### config.mk
export PLATFORM = sky130hd
export DESIGN_NAME = pipe_skid_register
export DESIGN_NICKNAME = d
export VERILOG_FILES = /design/src/rtl/pipe_skid_register_pkg.sv /design/src/rtl/pipe_skid_register_data.sv /design/src/rtl/pipe_skid_register.sv
export SDC_FILE = /design/constraint.sdc
export NUM_CORES = 1
export LEC_CHECK = 0
export CAP_MARGIN = 0
export CORE_MARGIN = 2
export CORE_UTILIZATION = 30
export CTS_BUF_LIST = sky130_fd_sc_hd__clkbuf_8
export CTS_CLUSTER_DIAMETER = 200
export DETAILED_ROUTE_END_ITERATION = 7
export HOLD_SLACK_MARGIN = 0.1
export PLACE_DENSITY_LB_ADDON = 0.25
export SYNTH_ARGS = -nofsm -noshare
export SYNTH_HDL_FRONTEND = slang
export SYNTH_HIERARCHICAL = 1
export SYNTH_SLANG_ARGS = --single-unit
### constraint.sdc
create_clock -name clk -period 6.05 [get_ports clk]
set_clock_uncertainty 0.1 [all_clocks]
set_input_delay 1.21 -clock clk [delete_from_list [all_inputs] [get_ports clk]]
set_output_delay 1.21 -clock clk [all_outputs]
set_load 0.1 [all_outputs]
### src/rtl/pipe_skid_register_pkg.sv
// Shared definitions for the pipeline skid register: occupancy state encodings
// and the default datapath width.
package pipe_skid_register_pkg;

  localparam int XLEN = 64;

  typedef enum logic [1:0] {
    PIPE_EMPTY = 2'd0,
    PIPE_ONE   = 2'd1,
    PIPE_TWO   = 2'd2
  } pipe_state_e;

endpackage : pipe_skid_register_pkg

### src/rtl/pipe_skid_register_data.sv
// N-bit storage register with load enable and synchronous active-high reset
// to a parameterised value; used for both the main and the skid entry.
module data_register #(
  parameter int            N           = 64,
  parameter logic [N-1:0]  RESET_VALUE = {N{1'b0}}
) (
  input  logic         clk,
  input  logic         reset,
  input  logic         i_load,
  input  logic [N-1:0] i_d,
  output logic [N-1:0] o_q
);

  logic [N-1:0] r_q;

  // Storage update: reset wins over load, otherwise hold.
  always_ff @(posedge clk) begin
    if (reset) begin
      r_q <= RESET_VALUE;
    end else if (i_load) begin
      r_q <= i_d;
    end else begin
      r_q <= r_q;
    end
  end

  assign o_q = r_q;

endmodule : data_register

### src/rtl/pipe_skid_register.sv
// Valid/ready pipeline register with a one-entry skid buffer. Handshake outputs
// decode only the registered state, so out_ready never reaches in_ready.
module pipe_skid_register
  import pipe_skid_register_pkg::*;
#(
  parameter int            N           = XLEN,
  parameter logic [N-1:0]  RESET_VALUE = {N{1'b0}}
) (
  input  logic         clk,
  input  logic         reset,
  input  logic         flush,
  input  logic         in_valid,
  output logic         in_ready,
  input  logic [N-1:0] data_in,
  output logic         out_valid,
  input  logic         out_ready,
  output logic [N-1:0] data_out
);

  logic [1:0]   r_state;
  logic [1:0]   w_state_nxt;
  logic         w_in_fire;
  logic         w_out_fire;
  logic         w_main_load;
  logic         w_skid_load;
  logic         w_main_from_skid;
  logic [N-1:0] w_main_d;
  logic [N-1:0] w_skid_q;

  assign out_valid  = (r_state == PIPE_ONE) || (r_state == PIPE_TWO);
  assign in_ready   = (r_state != PIPE_TWO);
  assign w_in_fire  = in_valid & in_ready;
  assign w_out_fire = out_valid & out_ready;
  assign w_main_d   = w_main_from_skid ? w_skid_q : data_in;

  // Occupancy next-state and the register load controls it implies.
  always_comb begin
    w_state_nxt      = r_state;
    w_main_load      = 1'b0;
    w_skid_load      = 1'b0;
    w_main_from_skid = 1'b0;
    case (r_state)
      PIPE_ONE: begin
        if (w_in_fire && w_out_fire) begin
          w_state_nxt = PIPE_ONE;
          w_main_load = 1'b1;
        end else if (w_in_fire) begin
          w_state_nxt = PIPE_TWO;
          w_skid_load = 1'b1;
        end else if (w_out_fire) begin
          w_state_nxt = PIPE_EMPTY;
        end else begin
          w_state_nxt = PIPE_ONE;
        end
      end
      PIPE_TWO: begin
        if (w_out_fire) begin
          w_state_nxt      = PIPE_ONE;
          w_main_load      = 1'b1;
          w_main_from_skid = 1'b1;
        end else begin
          w_state_nxt = PIPE_TWO;
        end
      end
      default: begin
        // EMPTY, and the unused encoding 3 which is folded back into EMPTY.
        if (w_in_fire) begin
          w_state_nxt = PIPE_ONE;
          w_main_load = 1'b1;
        end else begin
          w_state_nxt = PIPE_EMPTY;
        end
      end
    endcase
  end

  // State register: reset over flush over handshake update.
  always_ff @(posedge clk) begin
    if (reset) begin
      r_state <= PIPE_EMPTY;
    end else if (flush) begin
      r_state <= PIPE_EMPTY;
    end else begin
      r_state <= w_state_nxt;
    end
  end

  // A flush leaves stored data untouched so data_out keeps its last value.
  data_register #(.N(N), .RESET_VALUE(RESET_VALUE)) u_main (
    .clk    (clk),
    .reset  (reset),
    .i_load (w_main_load & ~flush),
    .i_d    (w_main_d),
    .o_q    (data_out)
  );

  data_register #(.N(N), .RESET_VALUE(RESET_VALUE)) u_skid (
    .clk    (clk),
    .reset  (reset),
    .i_load (w_skid_load & ~flush),
    .i_d    (data_in),
    .o_q    (w_skid_q)
  );

endmodule : pipe_skid_register

# Word-level counts from Yosys, hierarchy flattened
# Index checks and enable logic that the tools add are counted.
# W data, S select, Z words.
# word_totals
register_bits	130
inputBits	69
out_inout_bits	66
word_cells	28
# classes
eq_ne	3
n_mux	14
n_bitwise	5
n_reduce_logical	3
# ops
cell	count
$mux W64	1
$mux W1	8
$mux W2	3
$and A1 B1 Y1	4
$pmux W2 S2	1
$eq A2 B1 Y1 const B	1
$eq A2 B2 Y1 const B	1
$ne A2 B2 Y1 const B	1
$pmux W1 S2	1
$reduce_or A2 Y1	1
$logic_and A1 B1 Y1	1
$logic_or A1 B1 Y1	1
$not A1 Y1	1

# Logic depth before layout (Yosys ltp)
# depth
word_depth	7
ltp_mapped	10
depth_no_buf	7

# Hierarchy
# Netlist, hierarchy kept.
# modules_own_cells
module	instances	cells_each	area_each_um2	seq_area_each_um2
data_register	2	206	2290.9	1281.2
pipe_skid_register	1	96	1121.1	40.0

# Worst setup path before layout
# OpenSTA, ideal clock, no wires.
# synth_path
path_kind	reg2out
start	register r_state[0]
end	output port out_valid
t_arrival_ns	1.300
required_ns	4.740
slack_ns	3.440
path_stages_with_launch	4
n_path_buf	0
path_cell_list	dfxtp_1 > inv_1 > ha_1 > inv_1
# synth_between
elab_chain_cells	2
word_cells_on_any_way	3
classes_between	eq/ne: 2; reduce/logical: 1
# synth_lines
item	line_no	source
start, declared	pipe_skid_register.sv:20	logic [1:0] r_state;
start signal, assigned	pipe_skid_register.sv:84	r_state <= w_state_nxt;
$eq A2 B1 Y1 / $eq A2 B2 Y1 (equally long branches)	pipe_skid_register.sv:30	assign out_valid = (r_state == PIPE_ONE) || (r_state == PIPE_TWO);
$logic_or A1 B1 Y1 *	pipe_skid_register.sv:30	
end, declared	pipe_skid_register.sv:15	output logic out_valid,
# Every way passes the cells marked *; elsewhere a longest branch is shown, timed or not.

# Worst setup path in the final report
# Ends and elaborated chain as after synthesis.

==> impl_metrics.py <==
metrics = {
    "yosys": {
        "synth-warning-count": 6,
        "sequential_fraction_of_the_synthesis_area": 0.456,
        "synth_compound_gate_area_share": 0.00592,
        "cell_area_after_technology_mapping_sq_um": 5700,
        "postSynthAreaPerCell_sq_um": 11.2,
        "synth_mux_area_frac": 0.378,
        "postSynthRegisterBits": 130,
        "post_synth_xor_area_fraction": 0,
        "synthesis.nets": 580,
        "synth_cell_type_count": 21,
        "synth-edff-count": 0,
        "yosys.area_share.adder": 0.00658,
        "ys_async_sr_fraction": 0,
        "post_synth_and_or_nand_nor_area_fraction": 0.0939,
        "synth_flop_cell": "sky130_fd_sc_hd__dfxtp_1",
        "syn-instance-count": 508,
        "largest_family_of_logic_cells_by_synthesized_area": "multiplexers",
    },
    "cts": {
        "clock_sink_count": 130,
        "clk_transition_reported_paths_ns": 0.07,
        "tritoncts": "done",
        "cts-root-buf": "sky130_fd_sc_hd__clkbuf_8",
        "clk-insertion-delay-late_ns": 0.42,
        "post_cts_hold_buffer_count": 0,
        "cts-buffers-inserted": 17,
        "cts-htree-levels": 4,
        "cts_max_path_buffers": 2,
        "post-cts-setup-buffer-count": 0,
        "postcts_resize_cnt": 0,
    },
    "pwr": {
        "vdd.ir_drop.worst_mv": 0.104,
        "power.density_nw_per_um2": 265,
        "static_leakage_nw": 2.88,
    },
    "placement": {
        "port_buffers": 134,
        "placed_cells": 847,
        "place_worst_setup_slack_ns": 2.29,
        "finalWeightedCongestion": 0.726,
        "hpwlAfterDp_mm": 7.73,
    },
    "min_path": {
        "min_path_cells": 2,
        "min_from": "u_main/o_q[56]",
        "hold_end": "u_main/o_q[56]",
        "min-delay-path-class": "reg2reg",
    },
    "global_route": {
        "globalRouteTotalUtil": 0.124,
        "gr-total-overflow": 0,
        "grt_first_pass_wirelength_mm": 19.6,
        "antenna_violations_before_repair": 0,
        "first_global_vias": 4032,
        "grt_start_max_net_pins": 71,
    },
    "worst_setup_path": {
        "rr_startpoint": "r_state[0]",
        "critical_path.endpoint_type": "output pin",
        "timing.critical_path.from_type": "flip-flop",
        "timing.reg2reg.worst_path_depth": 8,
        "crit_arrival_ns": 2.40,
        "reg2reg_slack_ns": 3.27,
        "crit_path_start": "r_state[0]",
        "cp_num_buf_inv": 3,
        "crit_top_cell": "sky130_fd_sc_hd__inv_1",
        "reg2reg_to": "u_skid/o_q[57]",
        "category_of_the_most_critical_setup_path": "reg2out",
        "critPathMaxFanout": 4,
        "critPathRequiredTime_ns": 4.74,
        "cpLargestDelayFamily": "buffers and inverters",
        "cp_slowest_stage_delay_ns": 1.14,
        "crit_chain": "inv_1, ha_1, inv_1, clkdlybuf4s50_1",
        "slowest_stage": "sky130_fd_sc_hd__clkdlybuf4s50_1",
    },
    "finish": {
        "share_of_cells_above_drive_strength_1": 0.158,
        "area_growth_syn_to_layout_pct": 30.7,
        "layoutNonFillerInstCount": 879,
        "diodes": 0,
        "finalNetCount": 704,
    },
    "detailed_routing": {
        "drt_drc_violations_left": 0,
        "vias": 3902,
        "firstDrtPassIters": 5,
        "wl_per_cell_um": 13.7,
        "drt_first_iter_violations": 112,
        "postRouteWirelength_mm": 12.0,
        "vias_per_cell": 4.44,
        "final_antenna_net_count": 0,
    },
    "sta": {
        "final_min_period_over_clock_period": 0.614,
        "setup_ws_ns": 2.34,
        "timing.final.max_slew_violations": 0,
        "max_clock_freq_mhz": 269,
        "finalCriticalPeriod_ns": 3.71,
        "final.setup.tns_ns": 0,
        "setup_repair_after_global_routing_missed_its_margin": "false",
        "slew_headroom": 0.335,
        "hold_violation_count_in_the_final_report": 0,
        "finalSetupViolCount": 0,
        "max_slew.worst_pin.slew_ns": 0.994,
    },
    "run_status": {
        "run_status": "complete, no violations",
    },
    "floorplanning": {
        "dieArea_sq_um": 20100,
        "fp-row-count": 50,
        "die_w_um": 142,
        "initial_utilization": 0.305,
        "die_height_um": 142,
        "core-area_sq_um": 18700,
        "io_pins": 135,
    },
    "job": {
        "timing.max_cap.violations": 0,
    },
}
## tightest hold or removal path: stages (launching register included)
cell and delay (ns):
sky130_fd_sc_hd__dfxtp_1 0.33, sky130_fd_sc_hd__mux2i_1 0.06, sky130_fd_sc_hd__nor2_1 0.07
## layout by cell type, fill, tap and decap left out, drive strengths merged, types with 2 or more instances in the layout
cell type / n
clkdlybuf4s50: 133
nor2: 130
dfxtp: 130
mux2i: 129
mux2: 64
clkbuf: 19
inv: 7
buf: 7
clkinv: 6
ha: 3
a21oi: 3
and3b: 2
o21ai: 2
clkinvlp: 2
bufinv: 2
## stage by stage
| step | total power [W] | cell area (sq um) | hold slack (ns) | utilization |
|---|---|---|---|---|
| finish | 0.00197 | 7450 | 0.393 | 0.398 |
| global route | 0.00206 | 7450 | 0.415 | 0.398 |
| CTS | 0.00201 | 7450 | 0.399 | 0.398 |
| detailed placement | 0.00128 | 7070 | 0.382 | 0.378 |
| global placement | 0.00128 | 7070 | 0.369 | 0.378 |
| floorplan | 0.00118 | 5700 | 0.356 | - |
## metal layers
layer,track usage,share of wire,vias up
li1,-,-,1961
met1,0.158,0.49,1831
met2,0.195,0.45,100
met3,0.0408,0.055,10
met4,0.0458,0.011,0
met5,0,0,-
## sequential cells by signal, indices dropped and copies added (netlist names)
signal,flops
u_skid/o_q,64
r_state,2
u_main/o_q,64
## cell usage after synthesis, drive strengths merged (2+ instances only)
cell    number  area share
dfxtp      130        0.46
nor2       130       0.086
mux2i      129        0.23
mux2        64        0.15
buf         33       0.055
inv          4      0.0026
a21oi        3      0.0026
ha           3      0.0066
and3b        2      0.0031
clkbuf       2      0.0018
o21ai        2      0.0018
## worst max-delay path by stage
stage,cells after the start,end,slack (ns)
after floorplan,3,out_valid,3.44
after detailed placement,6,u_skid/o_q[62],2.29
after global routing,4,out_valid,2.22
after CTS,4,out_valid,2.29
final,4,out_valid,2.34
after global placement,6,u_skid/o_q[42],2.37
## final cells by class
type                            instances  area [sq um]
Fill cell                            1837         11300
Multi-Input combinational cell        339          2780
Sequential cell                       130          2600
Timing Repair Buffer                  140          1380
Tap cell                              234           293
Clock buffer                           19           262
Clock inverter                         13           120
Inverter                                4          15.0
## power breakdown
| group | internal (W) | switching, W |
|---|---|---|
| sequential | 0.000883 | 0.0000141 |
| clock | 0.000380 | 0.000332 |
| combinational | 0.000130 | 0.000232 |
| total | 0.00139 | 0.000578 |
## kinds of logic (layout without fill, tap and decap cells)
| group | Yosys count | after routing |
|---|---|---|
| muxes | 193 | 193 |
| and+or+nand+nor | 137 | 137 |
| DFF | 130 | 130 |
| buffers and inverters | 39 | 176 |
| AOI/OAI and AO/OA | 6 | 6 |
| adders and majority gates | 3 | 3 |
No activity file was read; power rests on OpenSTA's default activity.
